$ cat src/rtl/dec_mux_add_arbiter.sv
// dec_mux_add_arbiter
//
// Round-robin front end for a shared decoder/mux/adder datapath. Four
// requesters present operand pairs; one is granted per transaction, its
// operands are captured, added in the next cycle, and the registered sum is
// returned with the requester index until the consumer accepts it.
//
// Handshake semantics (both sides): a transfer happens on the rising edge
// where valid & ready are both high. req_valid is level-sensitive and may be
// dropped at any time before it is granted; req_ready is a one-hot grant that
// only ever appears in IDLE. rsp_valid/rsp_sum/rsp_id stay stable while
// rsp_valid is high and rsp_ready is low.
//
// Ports:
//   clk        clock, all state updates on the rising edge
//   rst        synchronous active-high reset
//   req_valid  [3:0]          per-requester request pending
//   req_a      [4*WIDTH-1:0]  operand A, requester i at [i*WIDTH +: WIDTH]
//   req_b      [4*WIDTH-1:0]  operand B, same packing
//   req_ready  [3:0]          one-hot grant (combinational)
//   rsp_valid                 result available
//   rsp_ready                 consumer accepts result
//   rsp_sum    [WIDTH:0]      A+B with carry in the MSB
//   rsp_id     [1:0]          requester that owns rsp_sum
//   busy                      high whenever not in IDLE
//   state_dbg  [1:0]          current FSM state (0 IDLE, 1 EXEC, 2 RESP)

module dec_mux_add_arbiter #(
  parameter int WIDTH = 8
) (
  input  logic               clk,
  input  logic               rst,
  input  logic [3:0]         req_valid,
  input  logic [4*WIDTH-1:0] req_a,
  input  logic [4*WIDTH-1:0] req_b,
  output logic [3:0]         req_ready,
  output logic               rsp_valid,
  input  logic               rsp_ready,
  output logic [WIDTH:0]     rsp_sum,
  output logic [1:0]         rsp_id,
  output logic               busy,
  output logic [1:0]         state_dbg
);

  typedef enum logic [1:0] {
    IDLE = 2'd0,
    EXEC = 2'd1,
    RESP = 2'd2
  } state_t;

  state_t           state;
  state_t           state_nxt;
  logic [1:0]       ptr;
  logic [WIDTH-1:0] op_a;
  logic [WIDTH-1:0] op_b;
  logic [1:0]       id_q;

  logic             grant;
  logic [1:0]       win;
  logic [1:0]       idx;
  logic [WIDTH-1:0] sel_a;
  logic [WIDTH-1:0] sel_b;

  // Round-robin search starting at ptr. Walking the offsets from farthest to
  // nearest lets the nearest pending requester overwrite the others.
  always_comb begin
    grant = 1'b0;
    win   = ptr;
    idx   = ptr;
    for (int k = 3; k >= 0; k--) begin
      idx = ptr + 2'(k);
      if (req_valid[idx]) begin
        grant = 1'b1;
        win   = idx;
      end
    end
  end

  // Operand mux: pick the winner's slice of the packed operand buses.
  always_comb begin
    sel_a = req_a[WIDTH-1:0];
    sel_b = req_b[WIDTH-1:0];
    for (int i = 0; i < 4; i++) begin
      if (win == 2'(i)) begin
        sel_a = req_a[i*WIDTH +: WIDTH];
        sel_b = req_b[i*WIDTH +: WIDTH];
      end
    end
  end

  // Grant is suppressed during reset so nothing is handed out on an edge
  // that will not capture it.
  always_comb begin
    req_ready = 4'b0000;
    if (state == IDLE && grant && !rst) begin
      req_ready = 4'b0001 << win;
    end
  end

  always_comb begin
    state_nxt = state;
    case (state)
      IDLE:    if (grant) state_nxt = EXEC;
      EXEC:    state_nxt = RESP;
      RESP:    if (rsp_ready) state_nxt = IDLE;
      default: state_nxt = IDLE;
    endcase
  end

  always_ff @(posedge clk) begin
    if (rst) begin
      state     <= IDLE;
      ptr       <= 2'd0;
      op_a      <= '0;
      op_b      <= '0;
      id_q      <= 2'd0;
      rsp_valid <= 1'b0;
      rsp_sum   <= '0;
      rsp_id    <= 2'd0;
    end else begin
      state <= state_nxt;
      case (state)
        IDLE: begin
          if (grant) begin
            op_a <= sel_a;
            op_b <= sel_b;
            id_q <= win;
            ptr  <= win + 2'd1;
          end
        end
        EXEC: begin
          rsp_sum   <= {1'b0, op_a} + {1'b0, op_b};
          rsp_id    <= id_q;
          rsp_valid <= 1'b1;
        end
        RESP: begin
          if (rsp_ready) rsp_valid <= 1'b0;
        end
        default: ;
      endcase
    end
  end

  assign busy      = (state != IDLE);
  assign state_dbg = state;

endmodule

$ cat config.mk
export PLATFORM = sky130hd
export DESIGN_NAME = dec_mux_add_arbiter
export DESIGN_NICKNAME = d
export VERILOG_FILES = /design/src/rtl/dec_mux_add_arbiter.sv
export SDC_FILE = /design/constraint.sdc
export NUM_CORES = 1
export LEC_CHECK = 0
export ABC_AREA = 1
export ABC_CLOCK_PERIOD_IN_PS = 4200
export CAP_MARGIN = 20
export CORE_MARGIN = 2
export CORE_UTILIZATION = 48
export CTS_CLUSTER_DIAMETER = 50
export DETAILED_ROUTE_END_ITERATION = 6
export HOLD_SLACK_MARGIN = 0.06
export PLACE_DENSITY_LB_ADDON = 0.3
export REMOVE_ABC_BUFFERS = 1
export SETUP_SLACK_MARGIN = 0.3
export SYNTH_ARGS = -nofsm -noshare
export SYNTH_HDL_FRONTEND = slang
export SYNTH_SLANG_ARGS = --single-unit
$ cat constraint.sdc
create_clock -name clk -period 4.2 [get_ports clk]
set_clock_uncertainty 0.15 [all_clocks]
set_input_delay 0.42 -clock clk [delete_from_list [all_inputs] [get_ports clk]]
set_output_delay 0.42 -clock clk [all_outputs]
set_load 0.01 [all_outputs]
==> flow_summary.yaml <==
outcome:
  status: "complete, no violations"
placement:
  place_congestion: 0.915
  dpl_cell_area_um2: 3230
  pre_cts_ws_ns: 0.671
  port_buffers: 89
  post-dp-hpwl_mm: 4.43
detailed_routing:
  vias: 2559
  first_pass_iters: 5
  drtIter0Drc: 99
  ant_nets: 0
  drc: 0
  vias_per_cell: 4.96
  wl_per_cell_um: 10.5
  drt-total-wl_mm: 5.44
worst_setup_path:
  max_stage_delay_ns: 0.56
  cp_num_buf_inv: 4
  path_class: "flop to output port"
  cp_slowest_cell: "dfxtp_1"
  crit_fanout: 17
  arrival_ns: 3.02
  crit_top_cell: "nand2_1"
  critPathLaunch: "ptr[0]"
  end_kind: "output port"
  regToRegStartpoint: "ptr[0]"
  required_ns: 3.63
  cpLargestDelayFamily: "buffers and inverters"
  cp_cell_sequence: "inv_4 -> nand2_1 -> nand2_1 -> nand2_1 -> nand2_1 -> nand2_1 -> nand3_1 -> nand3_1 -> nand2_1 -> inv_1 -> ha_1 -> clkinv_1 -> nor2_1 -> clkdlybuf4s50_1"
  start_kind: "flop"
timing:
  period_share_pct: 85.5
  drv_slew: 0
  setup_viol: 0
  tns_ns: 0
  fmax_mhz: 279
  setup_slack_ns: 0.610
  finalCriticalPeriod_ns: 3.59
  worst_pin_slew_ns: 0.625
  hold_viol: 0
  slew_headroom_pct: 58.3
  rsz0062_at_grt: "no"
hold_path:
  min_path_type: "flop to flop"
  holdCritStartpoint: "rsp_sum[1]"
synthesis:
  synth_top_area_share_pct: 29.2
  async_flop_share_pct: 0
  yosysWarnings: 0
  synth_edf_count: 0
  netlist-cell-type-count: 29
  synth_area_um2: 2330
  synth_seq_area_share_pct: 29.2
  syn_area_per_cell_um2: 6.16
  synthTopCellsByArea: "dfxtp_1 (29%), nand2_1 (20%), nor2_1 (11%), ha_1 (6.4%), o21ai_0 (5.6%)"
  synth_largest_area_cell: "dfxtp_1"
  synth_cells: 379
  ys_seq_elements: 34
  synth_ff_type: "dfxtp_1"
layout:
  drive_gt1_share_pct: 5.41
  synthToLayoutAreaGrowth_pct: 41.5
  diodes: 0
  nNetsFinal: 546
  stdcell_area_um2: 3300
  fin_util_pct: 70.4
clock_tree:
  insertion_delay_ns: 0.28
  post_cts_buffers: 0
  htree_levels: 2
  clk_transition_reported_paths_ns: 0.06
  cts_sinks: 34
  hold_buffers: 0
  cts_buffers: 5
  cts_root_buf: "clkbuf_8"
  ctsLongestPathBuffers: 2
  post_cts_resized: 0
  cts_tree: "yes"
power_and_ir_drop:
  p_leak_nw: 1.59
  finalPower_mw: 2.31
  peakVddDrop_uv: 725
  power.density_nw_per_um2: 698
grt:
  grt_max_degree: 33
  track_usage_pct: 21.4
  grt_pass1_wl_mm: 9.36
  grt_pass1_vias: 2362
  grt-ovfl-total: 0
  antenna_found_initial: 0
floorplanning:
  die_h_um: 73.7
  die_x_um: 73.7
  io_pins: 90
  fp.dieArea_um2: 5440
  rows: 25
  core_um2: 4690
  start_util_pct: 49.8
job:
  maxCapViolations: 0
placed cells by master, fill, tap and decap left out:
master / n
nand2_1: 122
clkdlybuf4s50_1: 89
nor2_1: 66
dfxtp_1: 34
inv_1: 28
o21ai_0: 26
nand3_1: 23
ha_1: 12
o211ai_1: 11
a21oi_1: 8
a31oi_1: 7
nand2_2: 5
clkbuf_8: 5
buf_4: 5
nand3_2: 2
a21oi_2: 2
nor2_2: 2
clkinv_1: 2
xor2_1: 2
clkbuf_1: 2
inv_4: 1
inv_2: 1
o21ai_2: 1
o21ai_1: 1
xnor2_1: 1
nand4_1: 1
or2_2: 1
a211oi_1: 1
fa_1: 1
Yosys cell counts, types with 2 or more instances:
master / number
clkinv_1: 2
nor2_2: 2
a21oi_1: 8
nand2_1: 122
dfxtp_1: 34
buf_1: 2
nand2_2: 5
xor2_1: 2
buf_6: 4
nor2_1: 66
o211ai_1: 11
a31oi_1: 7
a21oi_2: 2
o21ai_0: 26
nand3_2: 2
clkbuf_1: 8
nand3_1: 23
ha_1: 12
buf_2: 4
inv_1: 28
layout make-up:
cell class / count / area [um^2]
sequential: 34 / 681
tap: 54 / 67.6
fill: 421 / 1390
timing repair buffer: 94 / 928
multi-input combinational: 295 / 1430
inverter: 32 / 123
clock buffer: 7 / 76.3
final timing paths:
kind	cells after the start	slack (ns)	end
worst max register to register	18	1.29	op_a[3]
worst min-delay path	2	0.33	rsp_sum[1]
worst min register to register	2	0.33	rsp_sum[1]
worst max-delay path	14	0.61	req_ready[1]
through the flow:
stage          std cells  hold WS, ns
4_1_cts              516        0.336
3_5_place_dp         509        0.322
6_report             516        0.329
5_1_grt              516        0.352
2_1_floorplan        361        0.309
3_3_place_gp         509        0.314
report_power, final:
| group | internal, mW | switching [mW] |
|---|---|---|
| combinational | 0.638 | 0.924 |
| clock | 0.114 | 0.103 |
| sequential | 0.449 | 0.0786 |
routing by layer:
metal | vias to the layer above | GRT usage, % | routed length [um]
met5 | - | 0 | 0
met4 | 0 | 7.88 | 75
met3 | 8 | 5.21 | 396
met2 | 105 | 37.0 | 2470
met1 | 1075 | 25.4 | 2490
li1 | 1371 | - | -
tightest hold or removal path, delay by kind of cell, from the launching register on:
family	cells	cell delay, ns
flip-flops	1	0.32
AND/OR/NAND/NOR	2	0.13
kinds of logic after synthesis:
kind of cell / count (synthesis) / share of synthesized area [%]
compound gates: 57 / 14.4
xor+xnor: 3 / 1.13
fa+ha+maj: 13 / 7.29
buf+inv: 50 / 9.65
flops: 34 / 29.2
simple gates: 222 / 38.4
sequential cells by signal, indices dropped and copies added (netlist names):
register   flops
op_b           8
op_a           8
rsp_valid      1
id_q           2
rsp_id         2
rsp_sum        9
ptr            2
state_dbg      2
No activity file was read; power rests on OpenSTA's default activity.
